$ cat src/rtl/result_score_bcd.sv
// Binary score to 4-digit BCD converter for the result screen.
// Uses an iterative double-dabble engine; outputs are held stable and change only when a conversion completes.

module result_score_bcd_add3 (
    input  logic [3:0] d,
    output logic [3:0] q
);
    assign q = (d >= 4'd5) ? d + 4'd3 : d;
endmodule

module result_score_bcd #(
    parameter int SCORE_W = 14,
    parameter int SAT_MAX = 9999
) (
    input  logic               clk,
    input  logic               rst,
    input  logic               start,
    input  logic [SCORE_W-1:0] score,
    input  logic               mode_in,
    input  logic               win_in,
    output logic               busy,
    output logic               done,
    output logic               mode,
    output logic               win,
    output logic [1:0]         digit,
    output logic [3:0]         a0,
    output logic [3:0]         a1,
    output logic [3:0]         a2,
    output logic [3:0]         a3
);
    localparam int NIB   = 4;
    localparam int CNT_W = $clog2(SCORE_W + 1);
    localparam logic [31:0]      SAT_L = 32'(SAT_MAX);
    localparam logic [CNT_W-1:0] LAST  = CNT_W'(SCORE_W - 1);

    typedef enum logic [1:0] {IDLE, SHIFT, FINAL} state_t;

    state_t                  state;
    logic [SCORE_W-1:0]      bin;
    logic [NIB-1:0][3:0]     bcd;
    logic [NIB-1:0][3:0]     bcd_adj;
    logic [CNT_W-1:0]        cnt;
    logic                    mode_h;
    logic                    win_h;
    logic [SCORE_W-1:0]      load_val;
    logic [1:0]              digit_nx;

    genvar gi;
    generate
        for (gi = 0; gi < NIB; gi++) begin : g_nib
            result_score_bcd_add3 u_add3 (.d(bcd[gi]), .q(bcd_adj[gi]));
        end
    endgenerate

    // Clamp on the full-width value so wide scores can never overflow the 4 nibbles.
    always_comb begin
        load_val = score;
        if (32'(score) > SAT_L)
            load_val = SAT_L[SCORE_W-1:0];
    end

    always_comb begin
        digit_nx = 2'd0;
        if (bcd[3] != 4'd0)      digit_nx = 2'd3;
        else if (bcd[2] != 4'd0) digit_nx = 2'd2;
        else if (bcd[1] != 4'd0) digit_nx = 2'd1;
    end

    always_ff @(posedge clk or negedge rst) begin
        if (!rst) begin
            state  <= IDLE;
            bin    <= '0;
            bcd    <= '0;
            cnt    <= '0;
            mode_h <= 1'b0;
            win_h  <= 1'b0;
            busy   <= 1'b0;
            done   <= 1'b0;
            mode   <= 1'b0;
            win    <= 1'b0;
            digit  <= 2'd0;
            a0     <= 4'd0;
            a1     <= 4'd0;
            a2     <= 4'd0;
            a3     <= 4'd0;
        end else begin
            done <= 1'b0;
            case (state)
                IDLE: begin
                    if (start) begin
                        bin    <= load_val;
                        bcd    <= '0;
                        cnt    <= '0;
                        mode_h <= mode_in;
                        win_h  <= win_in;
                        busy   <= 1'b1;
                        state  <= SHIFT;
                    end
                end
                SHIFT: begin
                    {bcd, bin} <= {bcd_adj, bin} << 1;
                    cnt        <= cnt + 1'b1;
                    if (cnt == LAST)
                        state <= FINAL;
                end
                FINAL: begin
                    a0    <= bcd[0];
                    a1    <= bcd[1];
                    a2    <= bcd[2];
                    a3    <= bcd[3];
                    digit <= digit_nx;
                    mode  <= mode_h;
                    win   <= win_h;
                    done  <= 1'b1;
                    busy  <= 1'b0;
                    state <= IDLE;
                end
                default: state <= IDLE;
            endcase
        end
    end
endmodule

$ cat config.mk
export PLATFORM = sky130hd
export DESIGN_NAME = result_score_bcd
export DESIGN_NICKNAME = d
export VERILOG_FILES = /design/src/rtl/result_score_bcd.sv
export SDC_FILE = /design/constraint.sdc
export NUM_CORES = 1
export LEC_CHECK = 0
export CAP_MARGIN = 40
export CORE_MARGIN = 5
export CORE_UTILIZATION = 54
export DETAILED_ROUTE_END_ITERATION = 8
export GPL_TIMING_DRIVEN = 0
export MAX_ROUTING_LAYER = met4
export PLACE_DENSITY = 0.79
export RECOVER_POWER = 50
export SLEW_MARGIN = 20
export SYNTH_ARGS = -nofsm -noshare
export SYNTH_HDL_FRONTEND = slang
export SYNTH_SLANG_ARGS = --single-unit
$ cat constraint.sdc
create_clock -name clk -period 2.1 [get_ports clk]
set_input_delay 0.63 -clock clk [delete_from_list [all_inputs] [get_ports clk]]
set_output_delay 0.63 -clock clk [all_outputs]
set_load 0.05 [all_outputs]
==> flow_results.xml <==
<?xml version="1.0" encoding="UTF-8"?>
<metrics>
  <group name="sta">
    <metric name="final.setup_skew" unit="ns">0.00548</metric>
    <metric name="timing_max_transition_violations_final" unit="">0</metric>
    <metric name="final-setup-viol-count" unit="">0</metric>
    <metric name="finalHoldViolations" unit="">0</metric>
    <metric name="worstMarginPinSlew" unit="ns">1.45</metric>
    <metric name="rsz0062_at_grt" unit="">false</metric>
    <metric name="fin_ws" unit="ns">0.182</metric>
    <metric name="min_period_over_period" unit="%">91.3</metric>
    <metric name="max-slew-margin-rel" unit="%">3.28</metric>
    <metric name="max_freq" unit="MHz">521</metric>
    <metric name="final.min_clock_period" unit="ns">1.92</metric>
  </group>
  <group name="setup_path">
    <metric name="crit_chain" unit="">clkdlybuf4s50_1, or3b_1, nand2_1, o31ai_1, a32o_1</metric>
    <metric name="timing.critical_path.from_type" unit="">input port</metric>
    <metric name="worst_r2r_startpoint" unit="">bcd[12]</metric>
    <metric name="timing.critical_path.arrival" unit="ns">2.14</metric>
    <metric name="worst_r2r_endpoint" unit="">bcd[14]</metric>
    <metric name="r2r.worst_path.cells" unit="">6</metric>
    <metric name="worstSetupPathType" unit="">in2reg</metric>
    <metric name="cpMaxStageDelayCell" unit="">sky130_fd_sc_hd__clkdlybuf4s50_1</metric>
    <metric name="cp_slowest_stage_delay" unit="ns">0.52</metric>
    <metric name="setup.reg_to_reg.worst_slack" unit="ns">0.34</metric>
    <metric name="critical_path.max_fanout" unit="">5</metric>
    <metric name="worstSetupEndpointType" unit="">register</metric>
    <metric name="worst_setup_endpoint" unit="">bcd[15]</metric>
    <metric name="data_required_time_of_the_critical_path" unit="ns">2.33</metric>
    <metric name="startpoint" unit="">start</metric>
  </group>
  <group name="clock_network">
    <metric name="worstSkewPairLatency" unit="ns">0.34</metric>
    <metric name="clock-sinks" unit="">60</metric>
    <metric name="clock_pin_transition_on_the_worst_setup_and_hold_timing_paths" unit="ns">0.06</metric>
    <metric name="tritoncts" unit="">yes</metric>
    <metric name="postCtsResizedCells" unit="">21</metric>
    <metric name="cts.hold.buffers_added" unit="">0</metric>
    <metric name="cts_setup_buffers" unit="">0</metric>
    <metric name="clock_tree.root_cell" unit="">sky130_fd_sc_hd__clkbuf_8</metric>
    <metric name="cts_buffer_depth" unit="">2</metric>
    <metric name="cts_h_tree_lvls" unit="">3</metric>
    <metric name="tritoncts.num_buffers" unit="">9</metric>
  </group>
  <group name="synth">
    <metric name="yosys.area_share.simple" unit="%">14.2</metric>
    <metric name="syn_inst" unit="">272</metric>
    <metric name="synthDominantAreaCellType" unit="">sky130_fd_sc_hd__dfrtp_1</metric>
    <metric name="synth-async-reset-ratio" unit="%">100</metric>
    <metric name="postSynthRegisterBits" unit="">60</metric>
    <metric name="yosysSeqAreaShare" unit="%">53.9</metric>
    <metric name="post_synth_instance_area" unit="mm²">0.00279</metric>
    <metric name="synth-edff-count" unit="">0</metric>
    <metric name="post_synth_top_flop" unit="">sky130_fd_sc_hd__dfrtp_1</metric>
    <metric name="post_synth_mux_area_share" unit="%">5.25</metric>
    <metric name="yosys-top-cells-area" unit="">sky130_fd_sc_hd__dfrtp_1 (54%), sky130_fd_sc_hd__o21ai_0 (6.1%), sky130_fd_sc_hd__ha_1 (5.8%)</metric>
    <metric name="synth_compound_gate_area_share" unit="%">14.8</metric>
    <metric name="synth.avg_cell_area" unit="µm²">10.2</metric>
    <metric name="main_combinational_cell_family_by_area_after_synthesis" unit="">compound AO/OA/AOI/OAI gates</metric>
    <metric name="synth_area_in_adders" unit="%">5.84</metric>
    <metric name="synth_xor_area_share" unit="%">1.89</metric>
    <metric name="mappedNetlistNets" unit="">304</metric>
    <metric name="yosys.area.top_type_share" unit="%">53.9</metric>
    <metric name="yosysWarnings" unit="">0</metric>
    <metric name="netlist-cell-type-count" unit="">31</metric>
  </group>
  <group name="place">
    <metric name="dpl-instance-area" unit="mm²">0.00327</metric>
    <metric name="numPortBuffers" unit="">40</metric>
    <metric name="dp_hpwl" unit="µm">4080</metric>
    <metric name="routabilityCongestion" unit="">0.836</metric>
    <metric name="placement.setup.worst_slack" unit="ns">-0.139</metric>
  </group>
  <group name="detailed_routing">
    <metric name="detail-route-antenna-nets" unit="">0</metric>
    <metric name="drt_pass_1_iters" unit="">7</metric>
    <metric name="routed_via_density" unit="">5.56</metric>
    <metric name="wl_per_cell" unit="µm">14.8</metric>
    <metric name="dr_total_vias" unit="">2213</metric>
    <metric name="detailedRoute.firstIterationViolations" unit="">90</metric>
    <metric name="drt_drc_violations_left" unit="">0</metric>
    <metric name="totalWireLength" unit="µm">5880</metric>
  </group>
  <group name="hold_path">
    <metric name="worstHoldPathType" unit="">reg2reg</metric>
  </group>
  <group name="power_and_ir_drop">
    <metric name="seq_power_share" unit="%">37.6</metric>
    <metric name="cellPowerDensity" unit="mW/mm²">1530</metric>
    <metric name="p_total" unit="W">0.00525</metric>
    <metric name="total_switching_power" unit="W">0.00224</metric>
    <metric name="p_clk_share" unit="%">18.2</metric>
    <metric name="power.internal" unit="W">0.00301</metric>
    <metric name="swShare" unit="%">42.7</metric>
    <metric name="static_leakage_power" unit="nW">1.69</metric>
    <metric name="p_comb_share" unit="%">44.2</metric>
    <metric name="vdd_drop_max" unit="V">0.000713</metric>
  </group>
  <group name="global_route">
    <metric name="grt_first_pass_wirelength" unit="µm">9950</metric>
    <metric name="grt_usage" unit="%">20.3</metric>
    <metric name="grt_antenna_before_repair" unit="">0</metric>
    <metric name="grt_overflow_total" unit="">0</metric>
    <metric name="grt_pass1_vias" unit="">2121</metric>
    <metric name="grt_max_degree" unit="">61</metric>
  </group>
  <group name="floorplan">
    <metric name="initial_core_util" unit="%">54.9</metric>
    <metric name="die_extent_in_y" unit="µm">81.8</metric>
    <metric name="design.core.area" unit="mm²">0.00507</metric>
    <metric name="fp.dieW" unit="µm">81.8</metric>
    <metric name="design.portCount" unit="">41</metric>
    <metric name="core.rowCount" unit="">26</metric>
    <metric name="die_area" unit="mm²">0.00670</metric>
  </group>
  <group name="finish">
    <metric name="finalCoreUtilization" unit="%">67.5</metric>
    <metric name="layout_common_cells" unit="">sky130_fd_sc_hd__dfrtp_1 (60), sky130_fd_sc_hd__o21ai_0 (34), sky130_fd_sc_hd__nand2_1 (33)</metric>
    <metric name="nets" unit="">355</metric>
    <metric name="mostFrequentLayoutCell" unit="">sky130_fd_sc_hd__dfrtp_1</metric>
    <metric name="syn2layout_area_growth" unit="%">22.9</metric>
    <metric name="antenna-diode-count" unit="">0</metric>
    <metric name="final_design_area_no_fill" unit="mm²">0.00342</metric>
    <metric name="drive_gt1_share" unit="%">11.0</metric>
  </group>
  <group name="flow_run">
    <metric name="cap_violations" unit="">0</metric>
  </group>
  <group name="outcome">
    <metric name="result_of_the_run" unit="">completed</metric>
  </group>
</metrics>
[Yosys cell counts (all sizes together), types with 2 or more instances]
| cell | n |
|---|---|
| dfrtp | 60 |
| o21ai | 34 |
| nand2 | 33 |
| nor2 | 17 |
| nand3 | 16 |
| a21oi | 15 |
| inv | 15 |
| ha | 13 |
| mux2 | 13 |
| buf | 8 |
| nand2b | 6 |
| o31ai | 6 |
| clkbuf | 5 |
| xnor2 | 5 |
| a222oi | 4 |
| a32o | 4 |
| nor3b | 3 |
| a22oi | 2 |
| nand4 | 2 |
| nor3 | 2 |
| or3b | 2 |
[power by group through the flow]
stage,Clock (W),Sequential [W],Combinational (W)
final,0.000955,0.00198,0.00232
after global routing,0.00104,0.00204,0.00256
after global placement,0,0.00197,0.00236
after detailed placement,0,0.00200,0.00242
after CTS,0.000965,0.00198,0.00233
after floorplan,0,0.00244,0.00123
[routing by layer]
metal	global-route usage [%]	routed length (µm)	vias up
met1	24.8	2600	1078
met2	32.9	2870	66
met3	5.04	333	11
met4	6.98	74	0
li1	-	-	1058
met5	-	0	-
[sequential cells by signal (all words and copies together) (netlist names)]
register and flops:
a3 4, win_h 1, a0 4, done 1
bcd 16, a1 4, bin 14, cnt 4
a2 4, win 1, state 2, mode 1
digit 2, busy 1, mode_h 1
[area by class of cell]
class	count	area (µm²)
buffer	13	56.3
clock buffer	15	176
clock inverter	1	5.00
fill	453	1650
inverter	15	56.3
multi-input combinational	184	1170
sequential	60	1500
tap	70	87.6
timing repair buffer	40	372
[worst max-delay path: cells and delay by family]
family | cells | cell delay (ns)
and+or+nand+nor | 2 | 0.62
buffers and inverters | 1 | 0.52
AOI/OAI and AO/OA | 2 | 0.37
[how the worst min path moves through the flow]
| stage | from | end | slack, ns | cells past startpoint |
|---|---|---|---|---|
| after floorplan | rst | a0[0] | 0.33 | 0 |
| after global placement | bin[10] | bin[11] | 0.45 | 2 |
| after detailed placement | bin[10] | bin[11] | 0.46 | 2 |
| after CTS | rst | a1[1] | 0.38 | 1 |
| after global routing | a1[0] | a1[0] | 0.50 | 2 |
| final | bin[10] | bin[11] | 0.47 | 2 |
[logic make-up after synthesis]
group / count (synthesis)
and+or+nand+nor: 84
DFF: 60
AOI/OAI and AO/OA: 68
buffers and inverters: 28
muxes: 13
xor gates and xnor gates: 6
adders and majority gates: 13
[metrics by stage]
stage / cells / hold WS, ns / setup TNS (ns)
2_1_floorplan: 272 / 0.334 / 0
4_1_cts: 398 / 0.380 / 0
5_1_grt: 398 / 0.497 / 0
6_report: 398 / 0.469 / 0
3_5_place_dp: 382 / 0.461 / -2.00
3_3_place_gp: 382 / 0.451 / -87.86
No activity file was read; power rests on OpenSTA's default activity.
